--- config.mk ---
export PLATFORM = sky130hd
export DESIGN_NAME = axis_pattern_gen_mc
export DESIGN_NICKNAME = d
export VERILOG_FILES = /design/src/rtl/axis_pattern_gen_mc.sv
export SDC_FILE = /design/constraint.sdc
export NUM_CORES = 1
export LEC_CHECK = 0
export CAP_MARGIN = 5
export CORE_MARGIN = 1
export CORE_UTILIZATION = 50
export DETAILED_ROUTE_END_ITERATION = 7
export PLACE_DENSITY_LB_ADDON = 0.15
export SLEW_MARGIN = 5
export SYNTH_ARGS = -nofsm -noshare
export SYNTH_HDL_FRONTEND = slang
export SYNTH_SLANG_ARGS = --single-unit
--- constraint.sdc ---
create_clock -name m_axis_aclk -period 2.91 [get_ports m_axis_aclk]
set_clock_uncertainty 0.1 [all_clocks]
set_input_delay 0.582 -clock m_axis_aclk [delete_from_list [all_inputs] [get_ports m_axis_aclk]]
set_output_delay 0.582 -clock m_axis_aclk [all_outputs]
set_load 0.01 [all_outputs]
--- src/rtl/axis_pattern_gen_mc.sv ---
// AXI4-Stream test-pattern source: counter / LFSR32 / walking-one / constant patterns,
// runtime frame length, frame count and inter-frame gap, with a graceful end-of-frame stop.
module axis_pattern_gen_mc #(
  parameter int unsigned DATA_WIDTH = 32,
  parameter int unsigned CNT_WIDTH  = 16,
  parameter int unsigned GAP_WIDTH  = 8
) (
  input  logic                    m_axis_aclk,
  input  logic                    m_axis_aresetn,
  input  logic                    start,
  input  logic                    stop,
  input  logic [1:0]              cfg_mode,
  input  logic [DATA_WIDTH-1:0]   cfg_seed,
  input  logic [CNT_WIDTH-1:0]    cfg_frame_beats,
  input  logic [CNT_WIDTH-1:0]    cfg_num_frames,
  input  logic [GAP_WIDTH-1:0]    cfg_gap,
  output logic [DATA_WIDTH-1:0]   m_axis_tdata,
  output logic                    m_axis_tvalid,
  input  logic                    m_axis_tready,
  output logic                    m_axis_tlast,
  output logic [DATA_WIDTH/8-1:0] m_axis_tkeep,
  output logic                    busy,
  output logic                    done,
  output logic [CNT_WIDTH-1:0]    frames_sent
);

  localparam int unsigned Reps     = DATA_WIDTH / 32;
  localparam logic [31:0] LfsrMask = 32'h8020_0003;
  localparam logic [1:0]  ModeCnt  = 2'd0;
  localparam logic [1:0]  ModeLfsr = 2'd1;
  localparam logic [1:0]  ModeWalk = 2'd2;

  typedef enum logic [1:0] {StIdle, StSend, StGap} state_e;

  state_e                state_q, state_d;
  logic [1:0]            mode_q, mode_d;
  logic [DATA_WIDTH-1:0] pat_q, pat_d, pat_next, pat_init;
  logic [CNT_WIDTH-1:0]  last_beat_q, last_beat_d, num_frames_q, num_frames_d;
  logic [CNT_WIDTH-1:0]  beat_q, beat_d, frames_q, frames_d, frames_inc;
  logic [GAP_WIDTH-1:0]  gap_cfg_q, gap_cfg_d, gap_q, gap_d;
  logic                  stop_q, stop_d, done_q, done_d;
  logic [31:0]           lfsr_seed, lfsr_cur;
  logic                  at_last, stop_pend, run_over;

  assign at_last    = (beat_q == last_beat_q);
  assign frames_inc = frames_q + CNT_WIDTH'(1);
  // A stop seen in the same cycle as the tlast handshake already counts as pending.
  assign stop_pend  = stop_q | stop;
  assign run_over   = (num_frames_q != '0) && (frames_inc == num_frames_q);

  always_comb begin
    lfsr_seed = (cfg_seed[31:0] == 32'd0) ? 32'd1 : cfg_seed[31:0];
    pat_init  = cfg_seed;
    if (cfg_mode == ModeLfsr) begin
      pat_init       = '0;
      pat_init[31:0] = lfsr_seed;
    end else if (cfg_mode == ModeWalk) begin
      pat_init = DATA_WIDTH'(1);
    end
  end

  always_comb begin
    lfsr_cur = pat_q[31:0];
    pat_next = pat_q;
    case (mode_q)
      ModeCnt:  pat_next = pat_q + DATA_WIDTH'(1);
      ModeLfsr: begin
        pat_next       = '0;
        pat_next[31:0] = lfsr_cur[0] ? ((lfsr_cur >> 1) ^ LfsrMask) : (lfsr_cur >> 1);
      end
      ModeWalk: pat_next = {pat_q[DATA_WIDTH-2:0], pat_q[DATA_WIDTH-1]};
      default:  pat_next = pat_q;
    endcase
  end

  always_comb begin
    state_d      = state_q;
    mode_d       = mode_q;
    pat_d        = pat_q;
    last_beat_d  = last_beat_q;
    num_frames_d = num_frames_q;
    gap_cfg_d    = gap_cfg_q;
    beat_d       = beat_q;
    frames_d     = frames_q;
    gap_d        = gap_q;
    stop_d       = stop_q;
    unique case (state_q)
      StIdle: begin
        if (start && !stop) begin
          state_d      = StSend;
          mode_d       = cfg_mode;
          pat_d        = pat_init;
          last_beat_d  = (cfg_frame_beats == '0) ? '0 : cfg_frame_beats - CNT_WIDTH'(1);
          num_frames_d = cfg_num_frames;
          gap_cfg_d    = cfg_gap;
          beat_d       = '0;
          frames_d     = '0;
          gap_d        = '0;
        end
      end
      StSend: begin
        if (stop) stop_d = 1'b1;
        if (m_axis_tready) begin
          pat_d = pat_next;
          if (at_last) begin
            beat_d   = '0;
            frames_d = frames_inc;
            if (stop_pend || run_over) begin
              state_d = StIdle;
            end else if (gap_cfg_q != '0) begin
              state_d = StGap;
              gap_d   = '0;
            end
          end else begin
            beat_d = beat_q + CNT_WIDTH'(1);
          end
        end
      end
      StGap: begin
        if (stop) stop_d = 1'b1;
        if (stop_pend) begin
          state_d = StIdle;
        end else if (gap_q == gap_cfg_q - GAP_WIDTH'(1)) begin
          state_d = StSend;
        end else begin
          gap_d = gap_q + GAP_WIDTH'(1);
        end
      end
      default: state_d = StIdle;
    endcase
    if (state_d == StIdle) stop_d = 1'b0;
    done_d = (state_q != StIdle) && (state_d == StIdle);
  end

  always_ff @(posedge m_axis_aclk or negedge m_axis_aresetn) begin
    if (!m_axis_aresetn) begin
      state_q      <= StIdle;
      mode_q       <= '0;
      pat_q        <= '0;
      last_beat_q  <= '0;
      num_frames_q <= '0;
      gap_cfg_q    <= '0;
      beat_q       <= '0;
      frames_q     <= '0;
      gap_q        <= '0;
      stop_q       <= 1'b0;
      done_q       <= 1'b0;
    end else begin
      state_q      <= state_d;
      mode_q       <= mode_d;
      pat_q        <= pat_d;
      last_beat_q  <= last_beat_d;
      num_frames_q <= num_frames_d;
      gap_cfg_q    <= gap_cfg_d;
      beat_q       <= beat_d;
      frames_q     <= frames_d;
      gap_q        <= gap_d;
      stop_q       <= stop_d;
      done_q       <= done_d;
    end
  end

  always_comb begin
    m_axis_tvalid = (state_q == StSend);
    m_axis_tlast  = m_axis_tvalid && at_last;
    m_axis_tkeep  = {(DATA_WIDTH/8){m_axis_tvalid}};
    m_axis_tdata  = pat_q;
    if (mode_q == ModeLfsr) m_axis_tdata = {Reps{pat_q[31:0]}};
    busy          = (state_q != StIdle);
    done          = done_q;
    frames_sent   = frames_q;
  end

endmodule

# After elaboration in Yosys (flattened, before gate mapping)
# Index checks and enable logic that the tools add are counted.
word_totals:
  in_bits: 79
  regBits: 118
  elab_cells: 96
classes:
  n_eq_ne: 17
  add_sub_neg: 6
  bitwise_logic: 2
  n_reduce_logical: 25
  n_mux: 35
op_table:
  columns: ["op", "n"]
  rows:
  - ["2-to-1 mux 32 bit", 6]
  - ["2-to-1 mux 16 bit", 6]
  - ["one-hot mux 32 bit (3 select lines)", 1]
  - ["one-hot mux 16 bit (2 select lines)", 2]
  - ["one-hot mux 32 bit (2 select lines)", 1]
  - ["2-to-1 mux 8 bit", 7]
  - ["adder 16 x 1 -> 16 bit, second input constant", 2]
  - ["adder 32 x 1 -> 32 bit, second input constant", 1]
  - ["== test 16 bit", 2]
  - ["logical NOT 32 bit", 1]
  - ["one-hot mux 8 bit (3 select lines)", 1]
  - ["logical NOT 16 bit", 1]
  - ["nonzero test 16 bit", 1]
  - ["subtractor 16 x 1 -> 16 bit, second input constant", 1]
  - ["2-to-1 mux 2 bit", 7]
  - ["adder 8 x 1 -> 8 bit, second input constant", 1]
  - ["== test 8 bit", 1]
  - ["!= test 2 bit, second input constant", 4]
  - ["AND reduction 4 bit", 2]
  - ["AND reduction 8 bit", 1]
  - ["nonzero test 2 bit", 4]
  - ["nonzero test 8 bit", 1]
  - ["subtractor 8 x 1 -> 8 bit, second input constant", 1]
  - ["== test 2 x 1 -> 1 bit, second input constant", 3]
  - ["15 further kinds", 27]

# Logic depth before layout (Yosys ltp)
# Gate-level depths: netlist of run 1.
depth:
  depth_word: 11
  ltp_mapped: 11
  depth_no_buf: 10

# Worst setup path before layout of run 1
# OpenSTA, ideal clock, no wires.
synth_path:
  path_type: "register to register"
  from: "register frames_q[0], in the netlist frames_sent[0]"
  to: "register gap_q[7]"
  synth_period_minus_slack_ns: 2.776
  arrival_time_ns: 2.552
  stages_incl_launch_ff: 10
  path_slack_ns: 0.134
  path_cell_list: "dfrtp_1 ha_1 nand4_4 or4_1 a211o_1 a32oi_2 nand2b_2 o211ai_4 nor3_1 a211o_1"
synth_via:
  elab_chain_len: 6
synth_rtl:
  columns: ["element", "line", "source"]
  rows:
  - ["start: declaration", "39", "logic [CNT_WIDTH-1:0] beat_q, beat_d, frames_q, frames_d, frames_inc;"]
  - ["start signal: assignment", "156", "frames_q <= frames_d;"]
  - ["adder 16 x 1 -> 16 bit", "46", "assign frames_inc = frames_q + CNT_WIDTH'(1);"]
  - ["== test 16 bit", "49", "assign run_over = (num_frames_q != '0) && (frames_inc == num_frames_q);"]
  - ["logical AND 1 bit", "49", null]
  - ["logical OR 1 bit", "108", "if (stop_pend || run_over) begin"]
  - ["!= test 2 bit (no source line)", null, null]
  - ["AND reduction 8 bit (no source line)", null, null]
  - ["end signal: assignment", "157", "gap_q <= gap_d;"]
  - ["end: declaration", "40", "logic [GAP_WIDTH-1:0] gap_cfg_q, gap_cfg_d, gap_q, gap_d;"]
# No other way between the ends.
# A chain may end at the register's enable or synchronous reset.

# Worst setup path after layout of run 1
layout_path:
  from: "register frames_q[0], in the netlist frames_sent[0]"
  to: "register gap_q[0]"
# The elaborated chain is that of the path after synthesis.

==> results of run 1 <==
routing by layer:
| layer | GRT usage, % | routed length, um | up-vias |
|---|---|---|---|
| li1 | - | - | 3925 |
| met3 | 4.18 | 1440 | 40 |
| met2 | 45.2 | 11100 | 298 |
| met1 | 39.3 | 10500 | 3912 |
| met4 | 10.2 | 479 | 0 |
| met5 | 0 | 0 | - |
cell usage after synthesis, types with 7 or more instances:
master    number  area, um2
o21ai_1       16       80.1
o22ai_1        7       43.8
buf_4          7       52.6
dfrtp_1      118       2950
nand4_1       17        106
ha_1          14        175
or3_1         11       68.8
o211ai_1      15        113
clkbuf_1      54        203
inv_1         18       67.6
xnor2_1       57        499
nand2b_1      14       87.6
a22oi_1       16        120
buf_2          7       35.0
a221oi_1       7       61.3
a21oi_1       44        220
o31ai_1       10       75.1
nand3_1       42        210
a221o_1       15        150
and2_1        10       62.6
nand2_1      178        668
a31oi_1       17        106
nor3_1        22        110
xor2_1        23        201
nor2b_1        7       43.8
nor2_1        70        263
and3_1        17        106
o21ai_0       60        300
nor4_1        17        106
area by class of cell:
type / instances / area (um2) / share of cell area (%)
clock buffer: 21 / 470 / 4.38
clock inverter: 11 / 125 / 1.17
inverter: 19 / 71.3 / 0.665
multi-input combinational: 801 / 4950 / 46.2
sequential: 118 / 2960 / 27.6
tap: 216 / 270 / 2.52
timing repair buffer: 201 / 1880 / 17.5
worst max-delay path: stages (launching register included):
cell and delay, ns:
dfrtp_1 0.42, ha_2 0.25, nand4_4 0.19, or4_1 0.45, a211o_1 0.32, a32oi_2 0.27, nand2b_2 0.14, o211ai_4 0.22
nor2_1 0.09, a211o_1 0.27
worst max-delay path by stage:
stage                       startpoint  cells after the start  slack [ns]             end
finish                  frames_sent[0]                      9        0.07        gap_q[0]
global route            frames_sent[0]                      9       -0.02        gap_q[0]
CTS                         state_q[1]                      4        0.01   m_axis_tvalid
detailed placement  cfg_frame_beats[9]                      8       -0.02  last_beat_q[6]
global placement                  stop                      7        0.14      beat_q[14]
floorplan               frames_sent[0]                      9        0.13        gap_q[7]
through the flow:
step | power [W] | setup slack [ns] | hold slack (ns) | instances
3_3_place_gp | 0.00800 | 0.137 | 0.383 | 1352
2_1_floorplan | 0.00619 | 0.134 | 0.186 | 1007
3_5_place_dp | 0.00812 | -0.0157 | 0.395 | 1352
5_1_grt | 0.0110 | -0.0186 | 0.420 | 1387
6_report | 0.0103 | 0.0744 | 0.404 | 1387
4_1_cts | 0.0103 | 0.0101 | 0.408 | 1385
flip-flops by register name, indices dropped and copies added, names as in the netlist, 2 cells and up:
register and flops:
beat_q 16, last_beat_q 16, m_axis_tdata 32, num_frames_q 16, mode_q 2, gap_q 8, frames_sent 16, state_q 2
gap_cfg_q 8
power breakdown:
part           internal (W)  switching (W)
combinational       0.00241        0.00279
sequential          0.00220       0.000800
clock               0.00133       0.000805
total               0.00594        0.00440
timing repair:
item | CTS | global route
hold buffers | 1 | 0
endpoints found under the setup margin | 1 | 13
endpoints found under the hold margin | 15 | 0
setup buffers | 0 | 2
pin swaps | 0 | 4
gates resized for setup | 3 | 9
placed cells by master (no fill, tap or decap), drive strengths merged, types with 6 or more instances in the layout:
| cell type | count |
|---|---|
| o31ai | 10 |
| nor4 | 21 |
| or3 | 11 |
| and3 | 17 |
| o211ai | 17 |
| clkinv | 8 |
| nor2 | 71 |
| nand3 | 44 |
| inv | 18 |
| xor2 | 23 |
| nor2b | 7 |
| nand2b | 15 |
| clkdlybuf4s50 | 132 |
| clkbuf | 21 |
| and2 | 11 |
| nand4 | 20 |
| ha | 14 |
| a21oi | 46 |
| xnor2 | 57 |
| a221oi | 7 |
| buf | 67 |
| o22ai | 7 |
| a22oi | 16 |
| a221o | 15 |
| dfrtp | 118 |
| o21ai | 76 |
| and4 | 6 |
| nand2 | 179 |
| nor3 | 22 |
| o21a | 6 |
| a31oi | 17 |
logic make-up (layout without fill, tap and decap cells):
family | count (synthesis) | count (layout) | share of synthesized area [%]
AO/OA/AOI/OAI | 252 | 252 | 20.6
XOR/XNOR | 81 | 81 | 8.80
adder cells (fa/ha/maj) | 14 | 14 | 2.13
buffers and inverters | 88 | 252 | 4.45
multiplexers | 9 | 9 | 1.16
AND/OR/NAND/NOR | 445 | 445 | 26.9
flip-flops | 118 | 118 | 35.9
==> impl_metrics.csv, run 1 <==
group,metric,value,unit
cells_and_area,final_area,10700,um2
cells_and_area,fillers,1367,
floorplan,initial_utilization,51.5,%
synthesis,synth-edff-count,0,
power,ir_worst_vdd,0.613,mV
drt,vias_per_cell,5.89,
placement,gp_congestion,0.915,
global_route,first_global_vias,7433,
critical_path,reg2reg_slack,0.07,ns
critical_path,crit_path_max_fanout,9,
min_path,hold_path_end,"last_beat_q[5]",
global_route,grt_use_total,28.4,%
critical_path,r2r-end,"gap_q[0]",
floorplan,fp.dieW,130,um
critical_path,critical_path_required,3.12,ns
floorplan,rows,46,
floorplan,core_area,15900,um2
synthesis,synthCells,1007,
floorplan,die_y,130,um
synthesis,syn_avg_cell_area,8.16,um2
clocking,cts.path.max_buffers,2,
drt,totalWireLength,23500,um
placement,postPlaceCellArea,10100,um2
sta,slew_violations,0,
placement,hpwl,16900,um
critical_path,crit-reg2reg-launch,"frames_sent[0]",
synthesis,ys_ff_latch,118,
sta,finalHoldViolCount,0,
sta,fmax,353,MHz
critical_path,cp-start-kind,"flip-flop",
cells_and_area,antenna_cells,0,
placement,portBuffers,134,
global_route,grt_overflow,0,
global_route,antenna_found_initial,0,
synthesis,ys_warn_count,0,
clocking,insertion_delay,0.42,ns
cells_and_area,drive_gt1_share,11.6,%
synthesis,syn_nets,1100,
drt,drt_first_iter_violations,745,
synthesis,ys_async_sr_fraction,100,%
job,maxCapViolations,0,
cells_and_area,post-route-util,67.3,%
synthesis,ys.flop_type,"dfrtp_1",
floorplan,dieArea,16900,um2
clocking,cts_made_buffers,17,
sta,tightest_slew,0.530,ns
cells_and_area,nets,1251,
sta,final.setup.tns,0,ns
clocking,path_clk_slew,0.06,ns
min_path,hold_class,"flip-flop to flip-flop",
drt,wl_per_cell,17.0,um
clocking,cts_tree,"done",
critical_path,endpoint_kind,"flip-flop",
clocking,ctsRootBufferMaster,"clkbuf_16",
critical_path,critical_path_class,"flip-flop to flip-flop",
clocking,htreeDepth,4,
synthesis,synth_area,8210,um2
min_path,hold_depth,2,
synthesis,yosysUniqueCellTypes,77,
floorplan,pin_count,135,
power,p_leak,4.43,nW
drt,drt_pass1_iterations,5,
critical_path,worstRegToRegCells,9,
drt,num_vias,8175,
power,p_per_area,963,nW/um2
global_route,grt_pass1_wl,37800,um
drt,drcViolationCount,0,
sta,relSlewSlack,64.7,%
sta,setup_viol,0,
status,status,"finished, final reports clean",
critical_path,cp.arrival,3.04,ns
drt,ant_nets,0,
sta,period_share,97.4,%
sta,fin_crit,2.84,ns
clocking,cts.sinks,118,
cells_and_area,area_growth,30.6,%
min_path,min_from,"last_beat_q[5]",
global_route,grt_max_degree,49,
synthesis,ys_seq_area_share,35.9,%
No activity file was read; power rests on OpenSTA's default activity.
==> inputs of run 2 (changes only) <==
CTS_CLUSTER_DIAMETER = 30   (was not set)
==> results of run 2 <==
Same layout as run 1: the final DEF is identical, and so are final timing and power.
==> inputs of run 3 (changes only) <==
ABC_CLOCK_PERIOD_IN_PS = 2910   (was not set)
GPL_ROUTABILITY_DRIVEN = 1   (was not set)
==> results of run 3 <==
Same layout as run 1: the final DEF is identical, and so are final timing and power.
